File: config.mk
export PLATFORM = sky130hd
export DESIGN_NAME = stage5ro_pipe
export DESIGN_NICKNAME = d
export VERILOG_FILES = /design/src/rtl/stage5ro_pipe.sv
export SDC_FILE = /design/constraint.sdc
export NUM_CORES = 1
export LEC_CHECK = 0
export CORE_UTILIZATION = 63
export CTS_CLUSTER_SIZE = 24
export DETAILED_ROUTE_END_ITERATION = 8
export GPL_TIMING_DRIVEN = 0
export PLACE_DENSITY = 0.86
export SETUP_SLACK_MARGIN = 0.1
export SKIP_CTS_REPAIR_TIMING = 1
export SYNTH_ARGS = -nofsm -noshare
export SYNTH_HDL_FRONTEND = slang
export SYNTH_SLANG_ARGS = --single-unit
export TNS_END_PERCENT = 1
File: constraint.sdc
create_clock -name clk -period 5.3 [get_ports clk]
set_input_delay 1.06 -clock clk [delete_from_list [all_inputs] [get_ports clk]]
set_output_delay 1.06 -clock clk [all_outputs]
set_load 0.02 [all_outputs]
File: src/rtl/stage5ro_pipe.sv
// stage5ro_pipe: register-operation stage between operand fetch and write-back.
// One-entry skid buffer keeps in_ready registered and decoupled from out_ready.
module stage5ro_pipe #(
    parameter int PC_W   = 12,
    parameter int DATA_W = 24,
    parameter int REG_AW = 4,
    parameter int SH_W   = $clog2(DATA_W)
) (
    input  logic              clk,
    input  logic              rst,
    input  logic              flush,
    input  logic              in_valid,
    output logic              in_ready,
    input  logic [PC_W-1:0]   pc_in,
    input  logic [3:0]        op_in,
    input  logic [REG_AW-1:0] rd_in,
    input  logic [DATA_W-1:0] a_in,
    input  logic [DATA_W-1:0] b_in,
    output logic              out_valid,
    input  logic              out_ready,
    output logic [PC_W-1:0]   pc_out,
    output logic [REG_AW-1:0] rd_out,
    output logic [DATA_W-1:0] result_out,
    output logic              wb_en_out,
    output logic              zero_out,
    output logic              carry_out,
    output logic              illegal_out
);

    typedef struct packed {
        logic [PC_W-1:0]   pc;
        logic [REG_AW-1:0] rd;
        logic [DATA_W-1:0] res;
        logic              wb_en;
        logic              carry;
        logic              illegal;
    } entry_t;

    typedef enum logic [1:0] {
        EMPTY = 2'd0,
        FULL  = 2'd1,
        SKID  = 2'd2
    } state_t;

    state_t state_q, state_d;
    entry_t out_q, skid_q, new_e;
    logic   load_new, load_skid, move_skid;
    logic   in_fire, out_fire;

    logic [SH_W-1:0] sh;
    logic [31:0]     sh32;
    logic [DATA_W:0] wide;

    assign sh   = b_in[SH_W-1:0];
    assign sh32 = 32'(sh);

    // Decode and execute the incoming instruction.
    always_comb begin
        new_e         = '0;
        wide          = '0;
        new_e.pc      = pc_in;
        new_e.rd      = rd_in;
        new_e.wb_en   = 1'b1;
        unique case (op_in)
            4'd0: new_e.wb_en = 1'b0;
            4'd1: new_e.res = b_in;
            4'd2: begin
                wide        = {1'b0, a_in} + {1'b0, b_in};
                new_e.res   = wide[DATA_W-1:0];
                new_e.carry = wide[DATA_W];
            end
            4'd3: begin
                wide        = {1'b0, a_in} - {1'b0, b_in};
                new_e.res   = wide[DATA_W-1:0];
                new_e.carry = wide[DATA_W];
            end
            4'd4: new_e.res = a_in & b_in;
            4'd5: new_e.res = a_in | b_in;
            4'd6: new_e.res = a_in ^ b_in;
            4'd7: begin
                if (sh32 == 32'd0) begin
                    new_e.res = a_in;
                end else if (sh32 < 32'(DATA_W)) begin
                    wide        = {1'b0, a_in} << sh;
                    new_e.res   = wide[DATA_W-1:0];
                    new_e.carry = wide[DATA_W];
                end
            end
            4'd8: begin
                if (sh32 == 32'd0) begin
                    new_e.res = a_in;
                end else if (sh32 < 32'(DATA_W)) begin
                    wide        = {a_in, 1'b0} >> sh;
                    new_e.res   = wide[DATA_W:1];
                    new_e.carry = wide[0];
                end
            end
            default: begin
                new_e.wb_en   = 1'b0;
                new_e.illegal = 1'b1;
            end
        endcase
    end

    assign in_ready  = (state_q != SKID);
    assign out_valid = (state_q != EMPTY);
    assign in_fire   = in_valid & in_ready;
    assign out_fire  = out_valid & out_ready;

    // Next state and entry-load controls; flush overrides everything.
    always_comb begin
        state_d   = state_q;
        load_new  = 1'b0;
        load_skid = 1'b0;
        move_skid = 1'b0;
        if (flush) begin
            state_d = EMPTY;
        end else begin
            unique case (state_q)
                EMPTY: begin
                    if (in_fire) begin
                        load_new = 1'b1;
                        state_d  = FULL;
                    end
                end
                FULL: begin
                    if (in_fire && out_fire) begin
                        load_new = 1'b1;
                    end else if (in_fire) begin
                        load_skid = 1'b1;
                        state_d   = SKID;
                    end else if (out_fire) begin
                        state_d = EMPTY;
                    end
                end
                SKID: begin
                    if (out_fire) begin
                        move_skid = 1'b1;
                        state_d   = FULL;
                    end
                end
                default: state_d = EMPTY;
            endcase
        end
    end

    // State register.
    always_ff @(posedge clk or negedge rst) begin
        if (!rst) state_q <= EMPTY;
        else      state_q <= state_d;
    end

    // Output and skid entry storage.
    always_ff @(posedge clk or negedge rst) begin
        if (!rst) begin
            out_q  <= '0;
            skid_q <= '0;
        end else begin
            if (load_new)  out_q  <= new_e;
            if (move_skid) out_q  <= skid_q;
            if (load_skid) skid_q <= new_e;
        end
    end

    assign pc_out      = out_q.pc;
    assign rd_out      = out_q.rd;
    assign result_out  = out_q.res;
    assign wb_en_out   = out_q.wb_en;
    assign carry_out   = out_q.carry;
    assign illegal_out = out_q.illegal;
    assign zero_out    = out_valid & (out_q.res == '0);

endmodule
==> flow_summary.json <==
{
  "status": "finished clean",
  "period_needed_ns": 5.27,
  "wirelength_um": 46900,
  "power_density_mw_per_mm2": 225,
  "routed_via_density": 7.65,
  "worstMarginPinSlew_ns": 1.19,
  "dr_total_vias": 12600,
  "relSlewSlack": 0.199,
  "synth_area_mm2": 0.0104,
  "io_buffers": 116,
  "dr.pass1.iters": 8,
  "fp.dieW_um": 130,
  "cp.arrival_ns": 5.44,
  "mostFrequentLayoutCells": "154 x nor2_1, 116 x nand2_1, 115 x clkdlybuf4s50_1",
  "p_leak_nw": 5.16,
  "grt_setup_unrepaired": "yes",
  "cts_tree": "yes",
  "r2r-start": "state_q[1]$_DFFE_PN0P_",
  "clk_pin_slew_worst_paths_ns": 0.07,
  "num_rows": 46,
  "hold_viol_final": 0,
  "holdWs_ns": 0.487,
  "root_buffer": "clkbuf_16",
  "drive_gt1_frac": 0.101,
  "ir_drop_uv": 242,
  "hold_class": "flop to flop",
  "timing.rr.end": "result_out[17]$_DFFE_PN0P_",
  "core_area_mm2": 0.0160,
  "synthFlopType": "dfrtp_1",
  "initial_core_util": 0.649,
  "drtAntennaViolNets": 0,
  "utilization": 0.762,
  "final_max_slew_viol_count": 0,
  "power_w": 0.00275,
  "htreeDepth": 3,
  "synth.ff_latch_count": 88,
  "crit_path_start": "b_in[1]",
  "r2r_cells": 6,
  "maxCapViolations": 0,
  "grt_remaining_overflow": 0,
  "synthDistinctLibCells": 91,
  "post-dp-hpwl_um": 34000,
  "synth-async-reset-ratio": 1.00,
  "grt_pass1_wl_um": 69800,
  "die_y_um": 130,
  "pin_count": 119,
  "numCtsBuffers": 9,
  "antenna_found_initial": 0,
  "syn_nets": 1457,
  "n_antenna_cell": 0,
  "clkLatencyLatePin_ns": 0.34,
  "rrSetupSlack_ns": 2.54,
  "place.gp.congestion": 1.16,
  "yosysWarnings": 0,
  "synth_edf_count": 0,
  "grt_max_degree": 46,
  "grtUsageTotal": 0.555,
  "first_global_vias": 12000,
  "clock_path_buffers": 2,
  "setup_viol": 0,
  "layout_commonest_cell": "nor2_1",
  "die-area_mm2": 0.0170,
  "synthCells": 1304,
  "finClkSkew_ns": 0.0112,
  "fin_crit_sh": 0.995,
  "drtIter0Drc": 2137,
  "synth_seq_area_share": 0.212,
  "start_kind": "input pin",
  "worst-path-max-fanout": 10,
  "criticalPathCategory": "input pin to flop",
  "nFillCells": 1143,
  "cp.required_ns": 5.46,
  "syn_to_final_growth_pct": 17.4,
  "nNetsFinal": 1582,
  "cts.sinks": 88,
  "syn_avg_cell_area_um2": 7.97,
  "worstSetupEndpointType": "flop",
  "max_freq_mhz": 190,
  "drc": 0,
  "worstSetupEndpoint": "skid_q[8]$_DFFE_PN0P_",
  "avgRoutedWirePerCell_um": 28.5
}
synthesized netlist by cell type, drive strengths merged (8+ instances only):
library cell	number	area, um^2
nor2	155	589
nand2	116	435
a21oi	108	552
o21ai	100	500
dfrtp	88	2200
ha	78	976
inv	66	248
clkbuf	60	225
o22ai	41	257
buf	40	255
mux2i	40	400
mux2	28	319
mux4	28	638
o211ai	23	178
a211oi	22	185
nand2b	20	125
a21o	18	135
nor3	17	95.1
a221oi	16	153
a22oi	15	113
nand3	15	75.1
a221o	14	140
a31oi	14	93.8
nor4	13	96.3
and3	12	75.1
nor2b	12	75.1
o221ai	12	105
a22o	10	87.6
or3	10	67.6
o21a	8	60.1
metal layers:
layer | global-route usage | share of wire
met2 | 0.851 | 0.42
met4 | 0.454 | 0.11
met5 | 0.0324 | 0
met3 | 0.234 | 0.15
met1 | 0.600 | 0.32
critical path: stages:
cell	delay, ns
clkdlybuf4s50_1	0.58
buf_2	0.26
buf_4	0.24
buf_2	0.29
buf_1	0.43
o22a_1	0.40
o21ai_0	0.14
a211oi_1	0.59
a31oi_1	0.14
nor4_1	1.03
o21ai_0	0.25
worst min path at each step:
stage / endpoint / slack [ns] / start / cells past startpoint
2_1_floorplan: skid_q[2]$_DFFE_PN0P_ / 0.45 / skid_q[2]$_DFFE_PN0P_ / 2
3_3_place_gp: skid_q[0]$_DFFE_PN0P_ / 0.46 / skid_q[0]$_DFFE_PN0P_ / 2
3_5_place_dp: skid_q[2]$_DFFE_PN0P_ / 0.46 / skid_q[2]$_DFFE_PN0P_ / 2
4_1_cts: skid_q[14]$_DFFE_PN0P_ / 0.49 / skid_q[14]$_DFFE_PN0P_ / 2
5_1_grt: skid_q[26]$_DFFE_PN0P_ / 0.52 / skid_q[26]$_DFFE_PN0P_ / 1
6_report: skid_q[14]$_DFFE_PN0P_ / 0.49 / skid_q[14]$_DFFE_PN0P_ / 2
flip-flops by register name, summed over array words and instances (netlist names):
name and cells:
carry_out 1, illegal_out 1, pc_out 12, rd_out 4, result_out 24, skid_q 43, state_q 2, wb_en_out 1
power by group:
group	leakage, nW	internal, W	total [W]	switching [W]
registers	1.12	0.000795	0.000897	0.000103
clock network	0.136	0.000323	0.000598	0.000275
logic	3.90	0.000487	0.00125	0.000766
total	5.16	0.00160	0.00275	0.00114
area by class of cell:
class / count / area (um^2) / area share
buffer: 97 / 477 / 0.0391
clock buffer: 11 / 233 / 0.0191
clock inverter: 5 / 42.5 / 0.00349
inverter: 68 / 263 / 0.0216
multi-input combinational: 1048 / 7530 / 0.617
sequential: 88 / 2200 / 0.181
tap: 216 / 270 / 0.0222
timing repair buffer: 117 / 1180 / 0.0967
cell families (layout without fill, tap and decap cells):
| kind of cell | count (synthesis) | after routing | synth area share |
|---|---|---|---|
| buf+inv | 168 | 298 | 0.0708 |
| mux | 96 | 96 | 0.131 |
| compound gates | 466 | 466 | 0.304 |
| xor+xnor | 7 | 7 | 0.00590 |
| simple gates | 399 | 399 | 0.178 |
| flops | 88 | 88 | 0.212 |
| fa+ha+maj | 80 | 80 | 0.0978 |
stage by stage:
stage	setup TNS, ns	std cells	instance area, um^2	worst slack (ns)
6_report	0	1650	12200	0.0285
5_1_grt	0	1650	12200	0.0430
4_1_cts	-6.17	1653	12100	-0.595
3_5_place_dp	-14.97	1637	11800	-0.947
3_3_place_gp	-13.43	1636	11800	-0.834
2_1_floorplan	0	1304	10400	1.05
No activity file was read; power rests on OpenSTA's default activity.
